--- config.mk ---
export PLATFORM = sky130hd
export DESIGN_NAME = sram_byte_ctrl
export DESIGN_NICKNAME = d
export VERILOG_FILES = /design/src/rtl/sram_byte_ctrl_pkg.sv /design/src/rtl/sram_byte_ctrl.sv
export SDC_FILE = /design/constraint.sdc
export NUM_CORES = 1
export LEC_CHECK = 0
export ABC_CLOCK_PERIOD_IN_PS = 2760
export BUFFER_PORTS_ARGS = -buffer_cell sky130_fd_sc_hd__buf_2
export CAP_MARGIN = 20
export CORE_MARGIN = 1.5
export CORE_UTILIZATION = 55
export CTS_BUF_LIST = sky130_fd_sc_hd__clkbuf_4 sky130_fd_sc_hd__clkbuf_8
export DETAILED_ROUTE_END_ITERATION = 10
export PLACE_DENSITY_LB_ADDON = 0.2
export REMOVE_ABC_BUFFERS = 1
export SETUP_SLACK_MARGIN = 0.2
export SYNTH_ARGS = -nofsm -noshare
export SYNTH_HDL_FRONTEND = slang
export SYNTH_SLANG_ARGS = --single-unit
--- constraint.sdc ---
create_clock -name clk -period 2.76 [get_ports clk]
set_input_delay 0.414 -clock clk [delete_from_list [all_inputs] [get_ports clk]]
set_output_delay 0.414 -clock clk [all_outputs]
set_load 0.005 [all_outputs]
--- src/rtl/sram_byte_ctrl_pkg.sv ---
`default_nettype none
// ============================================================================
// Module   : sram_byte_ctrl_pkg
// Purpose  : Shared types and constants for the word-to-byte SRAM controller.
//            state_t  - controller sequencing states
//            LANES    - byte lanes per bus word
//            LANE_W   - bits per byte lane
//            WORD_W   - bus word width
// Revision : 1.0 - initial release
// ============================================================================
package sram_byte_ctrl_pkg;

   typedef enum logic [1:0] {
      IDLE = 2'd0,
      XFER = 2'd1,
      DONE = 2'd2
   } state_t;

   localparam int LANES  = 4;
   localparam int LANE_W = 8;
   localparam int WORD_W = LANES * LANE_W;

endpackage : sram_byte_ctrl_pkg
`default_nettype wire

--- src/rtl/sram_byte_ctrl.sv ---
`default_nettype none
// ============================================================================
// Module   : sram_byte_ctrl
// Purpose  : Splits one 32-bit bus access with per-byte write enables into
//            four sequential byte cycles on a single-port 8-bit synchronous
//            SRAM, reassembles the read bytes and answers with a one-cycle
//            ready pulse. Fixed 6-cycle access: IDLE, 4 lane cycles, DONE.
// Ports    : clk        - system clock, rising edge
//            rst        - synchronous active-high reset
//            bus_re     - word read request (level)
//            bus_we     - per-byte write enables, lane n = wdata[8n+7:8n]
//            bus_addr   - byte address, bits [1:0] ignored
//            bus_wdata  - write data, little-endian lanes
//            bus_ready  - one-cycle completion pulse
//            bus_rdata  - read data, held until the next completion
//            sram_re    - SRAM read enable
//            sram_we    - SRAM write enable
//            sram_addr  - SRAM byte address
//            sram_wdata - SRAM write byte
//            sram_rdata - SRAM read byte (combinational from the SRAM)
// Revision : 1.0 - initial release
// ============================================================================
module sram_byte_ctrl
   import sram_byte_ctrl_pkg::*;
#(
   parameter int alen = 8
) (
   input  logic                clk,
   input  logic                rst,
   input  logic                bus_re,
   input  logic [LANES-1:0]    bus_we,
   input  logic [alen-1:0]     bus_addr,
   input  logic [WORD_W-1:0]   bus_wdata,
   output logic                bus_ready,
   output logic [WORD_W-1:0]   bus_rdata,
   output logic                sram_re,
   output logic                sram_we,
   output logic [alen-1:0]     sram_addr,
   output logic [LANE_W-1:0]   sram_wdata,
   input  logic [LANE_W-1:0]   sram_rdata
);

   // ------------------------------------------------------------------------
   // State
   // ------------------------------------------------------------------------
   state_t              state,      state_nxt;
   logic [1:0]          lane,       lane_nxt;
   logic [alen-3:0]     lat_base,   lat_base_nxt;
   logic                lat_re,     lat_re_nxt;
   logic [LANES-1:0]    lat_we,     lat_we_nxt;
   logic [WORD_W-1:0]   lat_wdata,  lat_wdata_nxt;
   logic [WORD_W-1:0]   cap_buf,    cap_buf_nxt;

   logic                ready_nxt;
   logic [WORD_W-1:0]   rdata_nxt;
   logic                sram_re_nxt;
   logic                sram_we_nxt;
   logic [alen-1:0]     sram_addr_nxt;
   logic [LANE_W-1:0]   sram_wdata_nxt;

   // Lane drive selection: the SRAM outputs are flops, so the command for a
   // lane is computed one cycle ahead. Lane 0 comes straight from the bus
   // inputs (the request is only being latched this same edge); later lanes
   // come from the latched copy.
   logic                drv_en;
   logic [1:0]          drv_lane;
   logic [alen-3:0]     drv_base;
   logic                drv_re;
   logic [LANES-1:0]    drv_we;
   logic [WORD_W-1:0]   drv_wdata;

   // Byte returned for the lane currently on the SRAM: the written byte for a
   // write lane, the SRAM output for a read lane, zero for an idle lane.
   logic [LANE_W-1:0]   cap_byte;

   // Word alignment drops the two low address bits.
   logic [1:0]          unused_addr_lsb;
   assign unused_addr_lsb = bus_addr[1:0];

   always_comb begin
      if (sram_we) begin
         cap_byte = sram_wdata;
      end else if (sram_re) begin
         cap_byte = sram_rdata;
      end else begin
         cap_byte = '0;
      end
   end

   // ------------------------------------------------------------------------
   // Next-state and output logic
   // ------------------------------------------------------------------------
   always_comb begin
      state_nxt      = state;
      lane_nxt       = lane;
      lat_base_nxt   = lat_base;
      lat_re_nxt     = lat_re;
      lat_we_nxt     = lat_we;
      lat_wdata_nxt  = lat_wdata;
      cap_buf_nxt    = cap_buf;
      ready_nxt      = 1'b0;
      rdata_nxt      = bus_rdata;

      drv_en         = 1'b0;
      drv_lane       = 2'd0;
      drv_base       = lat_base;
      drv_re         = lat_re;
      drv_we         = lat_we;
      drv_wdata      = lat_wdata;

      unique case (state)
         IDLE: begin
            if (bus_re || (bus_we != '0)) begin
               lat_base_nxt  = bus_addr[alen-1:2];
               lat_re_nxt    = bus_re;
               lat_we_nxt    = bus_we;
               lat_wdata_nxt = bus_wdata;
               lane_nxt      = 2'd0;
               state_nxt     = XFER;
               drv_en        = 1'b1;
               drv_lane      = 2'd0;
               drv_base      = bus_addr[alen-1:2];
               drv_re        = bus_re;
               drv_we        = bus_we;
               drv_wdata     = bus_wdata;
            end
         end

         XFER: begin
            cap_buf_nxt[lane*LANE_W +: LANE_W] = cap_byte;
            if (lane == 2'd3) begin
               // Final lane byte goes straight into the response word.
               state_nxt = DONE;
               lane_nxt  = 2'd0;
               ready_nxt = 1'b1;
               rdata_nxt = {cap_byte, cap_buf[3*LANE_W-1:0]};
            end else begin
               lane_nxt  = lane + 2'd1;
               drv_en    = 1'b1;
               drv_lane  = lane + 2'd1;
            end
         end

         DONE: begin
            state_nxt = IDLE;
         end

         default: begin
            state_nxt = IDLE;
         end
      endcase

      sram_re_nxt    = 1'b0;
      sram_we_nxt    = 1'b0;
      sram_addr_nxt  = '0;
      sram_wdata_nxt = '0;
      if (drv_en) begin
         sram_addr_nxt = {drv_base, drv_lane};
         // Write wins over read on the same lane.
         if (drv_we[drv_lane]) begin
            sram_we_nxt    = 1'b1;
            sram_wdata_nxt = drv_wdata[drv_lane*LANE_W +: LANE_W];
         end else if (drv_re) begin
            sram_re_nxt    = 1'b1;
         end
      end
   end

   // ------------------------------------------------------------------------
   // Registers
   // ------------------------------------------------------------------------
   always_ff @(posedge clk) begin
      if (rst) begin
         state      <= IDLE;
         lane       <= 2'd0;
         lat_base   <= '0;
         lat_re     <= 1'b0;
         lat_we     <= '0;
         lat_wdata  <= '0;
         cap_buf    <= '0;
         bus_ready  <= 1'b0;
         bus_rdata  <= '0;
         sram_re    <= 1'b0;
         sram_we    <= 1'b0;
         sram_addr  <= '0;
         sram_wdata <= '0;
      end else begin
         state      <= state_nxt;
         lane       <= lane_nxt;
         lat_base   <= lat_base_nxt;
         lat_re     <= lat_re_nxt;
         lat_we     <= lat_we_nxt;
         lat_wdata  <= lat_wdata_nxt;
         cap_buf    <= cap_buf_nxt;
         bus_ready  <= ready_nxt;
         bus_rdata  <= rdata_nxt;
         sram_re    <= sram_re_nxt;
         sram_we    <= sram_we_nxt;
         sram_addr  <= sram_addr_nxt;
         sram_wdata <= sram_wdata_nxt;
      end
   end

endmodule : sram_byte_ctrl
`default_nettype wire

==> reports/qor.csv <==
stage,metric,value,unit
synth,Cell variety after synth,36,
timing,Slew Limit Fails,0,
critical_path,R2R depth,6,
floorplanning,# IOs,106,
detailed_routing,routed wire length per instance,13.77,µm
timing,Max Fclk,436.1,MHz
global_routing,largest net degree at the start of global routing,45,
detailed_routing,total number of vias,3884,
placement,placed insts,696,
placement,hpwl dp,6864,µm
critical_path,Critical Path Start Type,register,
critical_path,R2R setup slack,470,ps
global_routing,total gr overflow,0,
critical_path,Worst Setup EP,sram_wdata[2],
layout,share of post-route cells with drive strength above 1,25.88,%
floorplanning,chip width,93.41,µm
critical_path,Critical Path RT,3050,ps
critical_path,critical path type,reg2reg,
timing,unrepaired setup endpoints after global routing,no,
synth,"top cells by count, synth","dfxtp_1 (122), nand2_1 (116), a21oi_1 (63), nor2_1 (60), a22oi_1 (27)",
floorplanning,Die Area,8725,µm²
critical_path,Slowest cell on crit path,ha_2,
critical_path,reg-to-reg endpoint,sram_wdata[2],
run_status,status,"complete, no violations",
pwr,cell leakage power,2.347,nW
synth,share of the synthesized area in the top cell type,54.33,%
placement,port bufs,103,
synth,fraction of registers with async set/reset,0,%
timing,Least-Margin Pin Slew,824.7,ps
synth,mapped cell area,4496,µm²
critical_path,crit path DAT,2580,ps
layout,antenna cells,0,
floorplanning,# rows,32,
critical_path,Setup crit start,lane[0],
floorplanning,core box area,7807,µm²
clocking,TritonCTS clock tree,yes,
critical_path,crit-path max FO,12,
critical_path,max incr delay on CP,510,ps
synth,Area contributors post-synth,"dfxtp_1 (54%), nand2_1 (9.7%), a21oi_1 (7.0%)",
detailed_routing,# DRC,0,
global_routing,initial antenna violation count,0,
timing,fin crit period,2293,ps
layout,fillcell total,637,
clocking,clk sink count,122,
timing,Worst Hold Margin,225.9,ps
timing,Final Setup Violations,0,
pwr,Peak VDD IR,0.0005378,V
critical_path,Reg-to-Reg Start,lane[0],
placement,GPL Wtd Cong,0.7907,
floorplanning,Die H,93.41,µm
clocking,Max Root-Sink Buffers,2,
detailed_routing,DR pass1 iterations,5,
clocking,Root Driver,clkbuf_8,
timing,crit share post-route,83.08,%
synth,"Top FF cell, synth",dfxtp_1,
pwr,Tot Pwr,3.742,mW
clocking,CTS H-tree lvls,4,
critical_path,Worst setup EP type,register,
critical_path,CP cell instances,"inv_1, ha_2, nor2_1, a21oi_1, nand4b_4, a2111oi_1",
detailed_routing,vias per cell,5.335,
global_routing,gr usage total,24.22,%
synth,Synth Instances,510,
synth,number of synthesized flops with an enable pin,0,
detailed_routing,WL final,10020,µm
job,Max Cap Viol,0,
synth,syn avg cell area,8.815,µm²
layout,Syn-to-layout area delta,23.04,%
clocking,cts bufs inserted,17,
clocking,clk slew on worst S/H paths,70,ps
timing,clock skew,11.24,ps
synth,"Warnings, synthesis",0,
synth,Synth Register Bits,122,
timing,Final Hold Vio Count,0,
detailed_routing,ANT nets after route,0,
layout,Final Non-Filler Cells,728,
synth,sequential fraction of the synthesis area,54.33,%
detailed_routing,drt first-iter violations,186,
synth,cell taking the most area after synthesis,dfxtp_1,
floorplanning,Starting Density,57.58,%
layout,final-stage net count,673,
min_path,Hold Crit Class,in2reg,
clocking,clk_lat worst skew,420,ps
global_routing,vias in the first global route,3592,
clocking,cts hold-fix bufs,0,
pwr,PD cells,676.6,nW/µm²
timing,Relative slew margins,45.02,%
synth,top-count cell post-synth,dfxtp_1,
global_routing,global-route wire length before repair,16570,µm
-- cell type report --
type | instances | area, µm² | share of cell area [%]
Clock buffer | 22 | 290.3 | 5.248
Clock inverter | 10 | 116.4 | 2.104
Inverter | 6 | 22.52 | 0.4071
Multi-Input combinational cell | 348 | 1902 | 34.38
Sequential cell | 122 | 2442 | 44.15
Tap cell | 102 | 127.6 | 2.307
Timing Repair Buffer | 118 | 630.6 | 11.40
-- flip-flops by register name (all words and copies together), names as in the netlist, 2 cells and up --
| signal | cells |
|---|---|
| lat_base | 6 |
| lat_we | 4 |
| lat_wdata | 32 |
| cap_buf | 24 |
| lane | 2 |
| sram_addr | 8 |
| state | 2 |
| sram_wdata | 8 |
| bus_rdata | 32 |
-- critical path, delay by kind of cell, from the launching register on --
kind,cells,cell delay [ps]
and+or+nand+nor,2,300
AOI/OAI and AO/OA,2,700
adders and majority gates,1,510
buffers and inverters,1,160
DFF,1,490
-- placed cells by master (no fill, tap or decap), types with 6 or more instances in the layout --
cell / instances
and2_1: 7
inv_1: 6
a2111oi_1: 6
nor3_1: 9
a21oi_1: 63
buf_4: 16
a22o_1: 7
buf_2: 102
nand2_1: 116
nor2_1: 60
o22ai_1: 8
dfxtp_1: 122
clkbuf_8: 20
a22oi_1: 27
mux2i_1: 8
-- worst min path at each step --
| stage | from | endpoint | slack [ps] | depth (start not counted) |
|---|---|---|---|---|
| 2_1_floorplan | lat_wdata[26] | lat_wdata[26] | 430 | 2 |
| 3_3_place_gp | cap_buf[19] | bus_rdata[19] | 440 | 2 |
| 3_5_place_dp | lat_wdata[24] | lat_wdata[24] | 450 | 2 |
| 4_1_cts | bus_wdata[21] | lat_wdata[21] | 210 | 3 |
| 5_1_grt | bus_wdata[28] | lat_wdata[28] | 210 | 3 |
| 6_report | bus_wdata[13] | lat_wdata[13] | 230 | 3 |
-- stage by stage --
| step | setup TNS [ps] | cell area [µm²] | utilization, % | setup WS [ps] |
|---|---|---|---|---|
| 6_report | 0 | 5532 | 70.85 | 467.0 |
| 5_1_grt | 0 | 5532 | 70.85 | 277.6 |
| 4_1_cts | 0 | 5529 | 70.82 | 364.2 |
| 3_5_place_dp | 0 | 5122 | 65.61 | 384.7 |
| 3_3_place_gp | 0 | 5122 | 65.61 | 451.3 |
| 2_1_floorplan | -25830 | 4353 | - | -750.8 |
-- cell families (layout without fill, tap and decap cells) --
family	after synthesis	count (layout)	synth area share, %
AOI/OAI and AO/OA	126	126	18.26
buffers and inverters	40	156	3.674
adders and majority gates	5	5	1.392
muxes	10	10	2.282
and+or+nand+nor	207	207	20.07
DFF	122	122	54.33
-- per-layer routing --
metal / up-vias / GRT usage (%) / wire [µm]
li1: 1955 / - / -
met1: 1800 / 29.04 / 4281
met2: 118 / 41.12 / 5014
met3: 11 / 6.585 / 617
met4: 0 / 9.217 / 106
met5: - / 0 / 0
-- power by group --
group,switching (mW),internal [mW],total (mW),leakage [nW]
clock,0.683,0.896,1.58,0.206
combinational,0.177,0.129,0.306,1.15
sequential,0.0362,1.82,1.86,0.994
-- what timing repair did --
action,4_1_cts,5_1_grt
endpoints found under the hold margin,0,0
resized for setup,0,1
setup endpoints to repair,0,6
setup buffers,0,0
Power figures use the tool's default switching activity.
